$ cat config.mk
export PLATFORM = sky130hd
export DESIGN_NAME = wave_duty_meter
export DESIGN_NICKNAME = d
export VERILOG_FILES = /design/src/rtl/wave_meter_pkg.sv /design/src/rtl/sync_edge_det.sv /design/src/rtl/wave_duty_meter.sv
export SDC_FILE = /design/constraint.sdc
export NUM_CORES = 1
export LEC_CHECK = 0
export CELL_PAD_IN_SITES_DETAIL_PLACEMENT = 1
export CELL_PAD_IN_SITES_GLOBAL_PLACEMENT = 1
export CORE_ASPECT_RATIO = 1.1
export CORE_UTILIZATION = 45
export CTS_CLUSTER_SIZE = 30
export DETAILED_ROUTE_END_ITERATION = 6
export PLACE_DENSITY_LB_ADDON = 0.1
export SYNTH_ARGS = -nofsm -noshare
export SYNTH_HDL_FRONTEND = slang
export SYNTH_SLANG_ARGS = --single-unit
$ cat constraint.sdc
create_clock -name clock -period 4.5 [get_ports clock]
set_input_delay 0.9 -clock clock [delete_from_list [all_inputs] [get_ports clock]]
set_output_delay 0.9 -clock clock [all_outputs]
set_load 0.01 [all_outputs]
$ cat src/rtl/wave_meter_pkg.sv
`default_nettype none
// ============================================================================
//  Module      : wave_meter_pkg
//  Description : Shared types and defaults for the square-wave duty meter.
//                meter_state_t - measurement FSM states
//                SYNC_DEFAULT  - default input synchronizer depth
//                CW_DEFAULT    - default measurement width in cycles
//  Revision    : 1.0 - initial release
// ============================================================================
package wave_meter_pkg;

    typedef enum logic [1:0] {
        IDLE  = 2'd0,   // waiting to see the signal low
        ARMED = 2'd1,   // low seen; next rise starts a measured high
        HIGH  = 2'd2,   // timing a high level
        LOW   = 2'd3    // timing a low level
    } meter_state_t;

    localparam int SYNC_DEFAULT = 2;
    localparam int CW_DEFAULT   = 8;

endpackage : wave_meter_pkg
`default_nettype wire

$ cat src/rtl/sync_edge_det.sv
`default_nettype none
// ============================================================================
//  Module      : sync_edge_det
//  Description : Multi-flop synchronizer for an asynchronous level input,
//                followed by a one-cycle-delayed copy used to form single-
//                cycle rise and fall pulses on the synchronized signal.
//  Ports       : clk      in  1  system clock, rising edge
//                rst      in  1  asynchronous active-high reset
//                i_sig    in  1  raw asynchronous input
//                o_sig_s  out 1  synchronized level
//                o_rise   out 1  high for one cycle when o_sig_s goes 0->1
//                o_fall   out 1  high for one cycle when o_sig_s goes 1->0
//  Parameters  : SYNC     synchronizer depth in flops, legal range 2..3
//  Revision    : 1.0 - initial release
// ============================================================================
module sync_edge_det
    import wave_meter_pkg::*;
#(
    parameter int SYNC = SYNC_DEFAULT
) (
    input  logic clk,
    input  logic rst,
    input  logic i_sig,
    output logic o_sig_s,
    output logic o_rise,
    output logic o_fall
);

    logic [SYNC-1:0] r_sync;
    logic            r_sig_d;

    // Bit 0 is the metastability-catching flop; the MSB is the clean level.
    always_ff @(posedge clk or posedge rst) begin
        if (rst) begin
            r_sync  <= '0;
            r_sig_d <= 1'b0;
        end else begin
            r_sync  <= {r_sync[SYNC-2:0], i_sig};
            r_sig_d <= r_sync[SYNC-1];
        end
    end

    assign o_sig_s = r_sync[SYNC-1];
    assign o_rise  =  o_sig_s & ~r_sig_d;
    assign o_fall  = ~o_sig_s &  r_sig_d;

endmodule : sync_edge_det
`default_nettype wire

$ cat src/rtl/wave_duty_meter.sv
`default_nettype none
// ============================================================================
//  Module      : wave_duty_meter
//  Description : Measures high time, low time and period (in clock cycles)
//                of a square wave. A report is produced once per complete
//                period, at the rise that ends the low phase, together with
//                a one-cycle valid strobe. Durations saturate at 2^CW-1.
//  Ports       : clock        in  1     system clock, rising edge
//                reset        in  1     asynchronous active-high reset
//                clear        in  1     synchronous re-arm (FSM to IDLE)
//                sig_in       in  1     square wave under measurement
//                high_count   out CW    high cycles of the last full period
//                low_count    out CW    low cycles of the last full period
//                period_count out CW+1  high_count + low_count
//                sat          out 1     a count in the last report saturated
//                valid        out 1     one-cycle strobe for a new report
//  Parameters  : CW           measurement width (saturating)
//                SYNC         input synchronizer depth, 2..3
//  Revision    : 1.0 - initial release
// ============================================================================
module wave_duty_meter
    import wave_meter_pkg::*;
#(
    parameter int CW   = CW_DEFAULT,
    parameter int SYNC = SYNC_DEFAULT
) (
    input  logic          clock,
    input  logic          reset,
    input  logic          clear,
    input  logic          sig_in,
    output logic [CW-1:0] high_count,
    output logic [CW-1:0] low_count,
    output logic [CW:0]   period_count,
    output logic          sat,
    output logic          valid
);

    localparam logic [CW-1:0] c_max = '1;
    localparam logic [CW-1:0] c_one = CW'(1);

    logic          w_sig_s;
    logic          w_rise;
    logic          w_fall;

    meter_state_t  r_state;
    meter_state_t  w_state_nxt;
    logic          w_latch_hi;
    logic          w_report;

    logic [CW-1:0] r_cnt;
    logic [CW-1:0] r_hi_tmp;

    // ------------------------------------------------------------------------
    // Input synchronizer and edge pulses
    // ------------------------------------------------------------------------
    sync_edge_det #(
        .SYNC    (SYNC)
    ) u_sync_edge_det (
        .clk     (clock),
        .rst     (reset),
        .i_sig   (sig_in),
        .o_sig_s (w_sig_s),
        .o_rise  (w_rise),
        .o_fall  (w_fall)
    );

    // ------------------------------------------------------------------------
    // Run-length counter. Restarting at 1 on an edge means that on the next
    // edge cycle the count equals the length of the level that just ended.
    // ------------------------------------------------------------------------
    always_ff @(posedge clock or posedge reset) begin
        if (reset) begin
            r_cnt <= '0;
        end else if (clear) begin
            r_cnt <= '0;
        end else if (w_rise || w_fall) begin
            r_cnt <= c_one;
        end else if (r_cnt != c_max) begin
            r_cnt <= r_cnt + c_one;
        end
    end

    // ------------------------------------------------------------------------
    // Measurement FSM: state register
    // ------------------------------------------------------------------------
    always_ff @(posedge clock or posedge reset) begin
        if (reset) begin
            r_state <= IDLE;
        end else begin
            r_state <= w_state_nxt;
        end
    end

    // ------------------------------------------------------------------------
    // Measurement FSM: next state and control strobes. clear overrides every
    // transition, including the report-producing LOW->HIGH rise.
    // ------------------------------------------------------------------------
    always_comb begin
        w_state_nxt = r_state;
        w_latch_hi  = 1'b0;
        w_report    = 1'b0;

        if (clear) begin
            w_state_nxt = IDLE;
        end else begin
            case (r_state)
                IDLE: begin
                    // Arming only on a low level guarantees the first
                    // measured high begins at a genuine rising edge.
                    if (!w_sig_s) begin
                        w_state_nxt = ARMED;
                    end
                end
                ARMED: begin
                    if (w_rise) begin
                        w_state_nxt = HIGH;
                    end
                end
                HIGH: begin
                    if (w_fall) begin
                        w_state_nxt = LOW;
                        w_latch_hi  = 1'b1;
                    end
                end
                LOW: begin
                    if (w_rise) begin
                        w_state_nxt = HIGH;
                        w_report    = 1'b1;
                    end
                end
                default: begin
                    w_state_nxt = IDLE;
                end
            endcase
        end
    end

    // ------------------------------------------------------------------------
    // High-time holding register: captured at the fall that ends HIGH and
    // held until the following rise publishes the full period.
    // ------------------------------------------------------------------------
    always_ff @(posedge clock or posedge reset) begin
        if (reset) begin
            r_hi_tmp <= '0;
        end else if (clear) begin
            r_hi_tmp <= '0;
        end else if (w_latch_hi) begin
            r_hi_tmp <= r_cnt;
        end
    end

    // ------------------------------------------------------------------------
    // Report registers. Values persist between reports; only valid pulses.
    // ------------------------------------------------------------------------
    always_ff @(posedge clock or posedge reset) begin
        if (reset) begin
            high_count   <= '0;
            low_count    <= '0;
            period_count <= '0;
            sat          <= 1'b0;
            valid        <= 1'b0;
        end else begin
            valid <= w_report;
            if (w_report) begin
                high_count   <= r_hi_tmp;
                low_count    <= r_cnt;
                period_count <= {1'b0, r_hi_tmp} + {1'b0, r_cnt};
                sat          <= (r_hi_tmp == c_max) | (r_cnt == c_max);
            end
        end
    end

endmodule : wave_duty_meter
`default_nettype wire

After elaboration in Yosys (flattened, before gate mapping)
Cells that the tools add are included.
{"block": "word_totals", "ramBits": 0, "ff_bits": 48, "n_memories": 0, "rom_bits": 0, "latch_bits": 0, "output_inout_bits": 27, "wordCells": 48, "in_bits": 4}
{"block": "op_classes", "addsub": 2, "mux": 16, "mul": 0, "shift": 0, "magnitude_cmp": 0, "reduce_logical": 6, "n_div": 0, "n_bitwise": 5, "n_eq_ne": 9}
{"cell": "$mux W8", "count": 5}
{"cell": "$eq A8 B8 Y1 const B", "count": 2}
{"cell": "$add A8 B8 Y9", "count": 1}
{"cell": "$add A8 B1 Y8 const B", "count": 1}
{"cell": "$mux W2", "count": 4}
{"cell": "$ne A8 B8 Y1 const B", "count": 1}
{"cell": "$mux W1", "count": 6}
{"cell": "$ne A3 B3 Y1 const B", "count": 2}
{"cell": "$pmux W2 S3", "count": 1}
{"cell": "$eq A2 B2 Y1 const B", "count": 2}
{"cell": "$ne A3 B1 Y1 const B", "count": 1}
{"cell": "$reduce_and A3 Y1", "count": 1}
{"cell": "$reduce_bool A3 Y1", "count": 1}
{"cell": "$and A1 B1 Y1", "count": 2}
{"cell": "$eq A2 B1 Y1 const B", "count": 1}
{"cell": "$logic_not A2 Y1", "count": 1}
{"cell": "$not A1 Y1", "count": 2}
{"cell": "$reduce_bool A2 Y1", "count": 1}
{"cell": "$reduce_or A2 Y1", "count": 1}
{"cell": "$logic_or A1 B1 Y1", "count": 1}
{"cell": "$or A1 B1 Y1", "count": 1}

Longest topological paths before layout
{"block": "depth", "depth_word": 7, "mapped_depth": 7, "ltp_nobuf": 7}

Modules after synthesis
From an unflattened synthesis, not the netlist that was laid out.
{"block": "hier_totals", "cells_unflattened": 235, "hier_area_um2": 2294.7}
{"mod": "wave_duty_meter", "seq_area_each_um2": 1126.1, "cells_per_inst": 229, "instances": 1, "area_each_um2": 2200.9}
{"mod": "sync_edge_det", "seq_area_each_um2": 75.1, "cells_per_inst": 6, "instances": 1, "area_each_um2": 93.8}

Worst setup path before layout
OpenSTA, ideal clock, no wires.
{"block": "synth_path", "kind": "in2reg", "from": "input port clear", "to": "register period_count[7]", "cell_stages": 3, "setup_time_ns": 0.124, "required_time_ns": 4.376, "arrival_ns": 1.691, "slack_ns": 2.685, "path_buffers": 0, "cell_sequence": "nand4b_4 a221o_1 a211o_1"}
{"block": "synth_via", "elab_chain_len": 1}
{"element": "start, declared", "line": "wave_duty_meter.sv:29", "rtl": "input logic clear,"}
{"element": "$mux W1", "line": "wave_duty_meter.sv:103", "rtl": "if (clear) begin"}
{"element": "end signal, assigned", "line": "wave_duty_meter.sv:167", "rtl": "period_count <= {1'b0, r_hi_tmp} + {1'b0, r_cnt};"}
{"element": "end, declared", "line": "wave_duty_meter.sv:33", "rtl": "output logic [CW:0] period_count,"}
Every way passes these cells.
A chain may end at the register's enable or synchronous reset.

Final worst setup path
{"block": "layout_path", "from": "input port clear", "to": "register sat"}
{"block": "layout_via", "elab_chain_len": 1}
{"element": "$mux W1", "line": "wave_duty_meter.sv:103"}
{"element": "end signal, assigned", "line": "wave_duty_meter.sv:168", "rtl": "sat <= (r_hi_tmp == c_max) | (r_cnt == c_max);"}
{"element": "end, declared", "line": "wave_duty_meter.sv:34", "rtl": "output logic sat,"}
Every way passes these cells.

==> results.yml <==
synth:
  synth.cell_area_um2: 2298
  ys_async_sr_fraction: 1.000
  synth_cell_types: 41
  synth_nets: 244
  ys_warn_count: 0
  synth-seq-area-share: 0.5226
  synth_edf_count: 0
  synthFlopType: "dfrtp_1"
  syn_avg_cell_area_um2: 10.08
  syn_inst: 228
  ys_seq_elements: 48
sta:
  skew_ns: 0.003035
  rsz0062_at_grt: "false"
  fin_ws_ns: 1.511
  hold_viol_final: 0
  fin_tns_setup_ns: 0
  drv_slew: 0
  worst-slew-pin-transition_ns: 0.9925
  fmax_ghz: 0.3346
  min_period_over_period: 0.6642
  finalSetupViolations: 0
  fin_crit_ns: 2.989
  slew_headroom: 0.3374
routing:
  route.detailed.drc: 0
  routedWlPerCell_um: 16.26
  vias: 1762
  drtAntennaViolNets: 0
  vias_per_cell: 5.611
  drt-total-wl_um: 5105
  dr.first_iter.drc_count: 62
  drt-pass1-iter-count: 4
clock_tree:
  hold_buffers: 0
  path_clk_slew_ns: 0.09
  cts_inserted_buffers: 5
  post_cts_buffers: 0
  cts_max_path_buffers: 2
  root_buffer: "clkbuf_8"
  cts_sinks: 48
  worstSkewPairLatency_ns: 0.29
  cts_tree: "done"
  cts_resized: 0
  htree_num_levels: 2
floorplan:
  die_w_um: 70.14
  initial_core_util: 0.4806
  core_area_um2: 4782
  die_y_um: 76.96
  rows: 26
  io_pins: 31
  die-area_um2: 5398
worst_setup_path:
  cpMaxStageDelayCell: "clkdlybuf4s50_1"
  r2r_slack_ns: 2.29
  critPathRequiredTime_ns: 4.68
  critical_path_arrival_ns: 3.17
  crit_type: "input pin to flop"
  end_kind: "flop"
  cp_top_family: "buffers and inverters"
  path_max_fanout: 44
  cp.buffers_inverters: 2
  worstPathCellList: "clkdlybuf4s50_1 > nand4b_4 > inv_1 > mux2_2"
  critPathMaxStageDelay_ns: 0.66
  start_kind: "input pin"
layout:
  mostFrequentLayoutCells: "dfrtp_1, nand2_1, clkdlybuf4s50_1"
  fill_cells: 557
  nets: 273
  drive_gt1_frac: 0.05039
  final_common_cell: "dfrtp_1"
  layout.cells.non_filler: 314
  antenna_cells: 0
  area_growth_pct: 18.56
global_route:
  gr-total-overflow: 0
  grt_max_degree: 49
  grt_usage: 0.2058
  grt_pass1_vias: 1776
  grt_pass1_wl_um: 8680
  antenna_found_initial: 0
run_status:
  status: "finished, final reports clean"
power_and_ir_drop:
  leakagePower_nw: 1.325
  vdd_ir_drop_max_mv: 0.1714
  p_per_area_nw_per_um2: 276.9
placement:
  pre_cts_ws_ns: 1.211
  io_buffers: 30
  gp_congestion: 0.8461
  dp.cells: 306
  dpl.hpwl_um: 3571
flow_run:
  maxCapViolations: 0
min_path:
  hp-class: "flop to flop"
==> cell type report <==
| class | count | area [um^2] | area share |
|---|---|---|---|
| Inverter | 9 | 33.78 | 0.01240 |
| Sequential cell | 48 | 1201 | 0.4408 |
| Timing Repair Buffer | 30 | 300.3 | 0.1102 |
| Clock buffer | 7 | 86.33 | 0.03168 |
| Multi-Input combinational cell | 163 | 1026 | 0.3765 |
| Clock inverter | 1 | 7.507 | 0.002755 |
| Tap cell | 56 | 70.07 | 0.02571 |
==> kinds of logic (layout without fill, tap and decap cells) <==
kind of cell	after synthesis	count (layout)	share of synthesized area
AND/OR/NAND/NOR	96	96	0.2003
flip-flops	48	48	0.5226
AO/OA/AOI/OAI	44	44	0.1306
buffers and inverters	17	47	0.03103
adder cells (fa/ha/maj)	12	12	0.06859
multiplexers	8	8	0.03538
XOR/XNOR	3	3	0.01143
==> cell usage after synthesis, drive strengths merged, types with 5 or more instances <==
library cell  number  area (um^2)
nand2             47        176.4
a211oi             7        57.55
inv                9        33.78
o21ai             12        60.06
ha                11        137.6
buf                6        30.03
dfrtp             48         1201
mux2i              7        70.07
a21oi              6        30.03
nor3b              5        37.54
nor2              20        75.07
a31oi              5        31.28
==> final timing paths <==
| path | end | from | cells past startpoint |
|---|---|---|---|
| max | sat | clear | 4 |
| min | u_sync_edge_det.r_sync[1] | u_sync_edge_det.r_sync[0] | 0 |
| max reg2reg | sat | u_sync_edge_det.r_sig_d | 5 |
| min reg2reg | u_sync_edge_det.r_sync[1] | u_sync_edge_det.r_sync[0] | 0 |
| max in group asynchronous | period_count[3] | reset | 2 |
| min in group asynchronous | r_cnt[5] | reset | 2 |
==> per-layer routing <==
metal,global-route usage,up-vias,share of wire
met2,0.3490,30,0.50
met1,0.2618,881,0.46
li1,-,847,-
met5,0,-,0
met3,0.04336,4,0.025
met4,0.06600,0,0.0088
==> flip-flops by register name, summed over array words and instances (netlist names) <==
signal,flops
high_count,8
r_state,2
r_hi_tmp,8
r_cnt,8
valid,1
low_count,8
sat,1
u_sync_edge_det.r_sig_d,1
u_sync_edge_det.r_sync,2
period_count,9
==> metrics by stage <==
stage	total power [W]	cell area, um^2	hold slack, ns	utilization
after floorplan	0.0004801	2298	0.3312	-
after global placement	0.0005003	2631	0.3433	0.5502
after detailed placement	0.0005009	2631	0.3388	0.5502
after CTS	0.0007666	2725	0.3687	0.5699
after global routing	0.0007871	2725	0.3826	0.5699
final	0.0007545	2725	0.3657	0.5699
==> report_power, final <==
part           internal, W  switching [W]
sequential        0.000439     0.00000976
combinational    0.0000184      0.0000240
clock             0.000125       0.000138
total             0.000583       0.000172
Note: power is estimated with default switching activity, not from simulation.
==> patch, RTL diff (config.mk and constraints unchanged) <==
The output `valid` loses its register stage (`valid` becomes a continuous assignment). Comments in the files are not updated.
--- a/src/rtl/wave_duty_meter.sv
+++ b/src/rtl/wave_duty_meter.sv
@@ -158,9 +158,7 @@
             low_count    <= '0;
             period_count <= '0;
             sat          <= 1'b0;
-            valid        <= 1'b0;
         end else begin
-            valid <= w_report;
             if (w_report) begin
                 high_count   <= r_hi_tmp;
                 low_count    <= r_cnt;
@@ -170,6 +168,8 @@
         end
     end
 
+    assign valid = w_report;
+
 endmodule : wave_duty_meter
 `default_nettype wire
 
Function: changed (a bounded check fails within 10 cycles, from zero or initial values and one cycle with reset high).
==> patch against the original RTL <==
Routed wire length down 3.7%; synthesized cell count is 3.9% lower; critical path depth increased by 1; final area decreased by 2.6%; sequential cell count shrank 1; total power rose by 3.4%; global-route usage up 1.7 points; area after synthesis is 4.1% lower; first-iteration DRC count up 8.1%; maximum frequency fell by 14%; setup slack got worse by 0.47 ns; sequential share of layout area up 0.22 points; largest power group unchanged.
==> patch: results (changes against the original RTL) <==
status: "completed"  # unchanged
seq_area_sq_mm: 0.001176  # was 0.001201 sq mm
wl_microns: 4917  # was 5105 microns
place_inst: 300  # was 306
nMultiInputCombCells: 157  # was 163
clkCellAreaFrac_pct: 3.864  # was 3.444%
r2r_start: "r_cnt[0]"  # was u_sync_edge_det.r_sig_d
route.met3.wl_microns: 153  # was 127 microns
dp_slack_ns: 1.040  # was 1.211 ns
critical_path.max_stage_delay_ns: 0.60  # was 0.66 ns
gr-usage-met2_pct: 37.04  # was 34.90%
first_pass_iters: 5  # was 4
grt_pass1_wl_microns: 8259  # was 8680 microns
synth_compound_area_share_pct: 13.00  # was 13.06%
dpl.hpwl_microns: 3461  # was 3571 microns
fin_area_sq_mm: 0.002655  # was 0.002725 sq mm
r2r-end: "period_count[6]"  # was sat
cp-endpoint: "valid"  # was sat
synth_cell_types: 36  # was 41
synthXorXnorAreaFrac_pct: 2.385  # was 1.143%
num-nets-final: 267  # was 273
routed_via_density: 5.476  # was 5.611
reg2reg_slack_ns: 2.51  # was 2.29 ns
syn-num-nets: 235  # was 244
postSynthAreaPerCell_sq_um: 10.06  # was 10.08 sq um
layout-drive-gt1-share_pct: 5.976  # was 5.039%
synth.mux.area_fraction_pct: 2.726  # was 3.538%
reg2reg_depth: 8  # was 5
buf_share_pct: 11.88  # was 11.02%
met3_usage_pct: 4.940  # was 4.336%
relSlewSlack_pct: 34.45  # was 33.74%
hold_ws_ns: 0.3554  # was 0.3657 ns
multi_input_area_sq_um: 960.9  # was 0.001026 sq mm
critPathArrivalTime_ns: 2.56  # was 3.17 ns
drt-initial-drc-count: 67  # was 62
min_period_over_period_pct: 76.88  # was 66.42%
met1_length_microns: 2357  # was 2359 microns
clock_sinks: 47  # was 48
use_met1_pct: 28.95  # was 26.18%
synth_fa_ha_area_share_pct: 7.155  # was 6.859%
yosys-top-cells-count: "54 x nand2_1, 47 x dfrtp_1, 18 x nor2_1"  # was 48 x dfrtp_1, 47 x nand2_1, 20 x nor2_1
==> patch: changes by cell type after synthesis, sizes merged, moves of 2 or more <==
| cell | before | now |
|---|---|---|
| nor2 | 20 | 18 |
| nor3 | 4 | 1 |
| nor4b | 2 | 0 |
| nor4 | 2 | 0 |
| o21ai | 12 | 15 |
| xor2 | 1 | 3 |
| o211ai | 0 | 2 |
| and3 | 2 | 4 |
| buf | 6 | 4 |
| nand3 | 3 | 1 |
| nor3b | 5 | 0 |
| nand2 | 47 | 54 |
==> patch: power by group through the flow <==
stage | combinational [mW] | sequential [mW] | clock [mW]
after detailed placement | 0.0435 | 0.446 | 0
after global placement | 0.0421 | 0.446 | 0
after global routing | 0.0491 | 0.440 | 0.319
after CTS | 0.0437 | 0.438 | 0.306
after floorplan | 0.0226 | 0.446 | 0
final | 0.0426 | 0.438 | 0.299
==> patch: worst max-delay path: cells and delay by family <==
family	cells	cell delay, ns
buffers and inverters	4	1.44
AND/OR/NAND/NOR	1	0.22
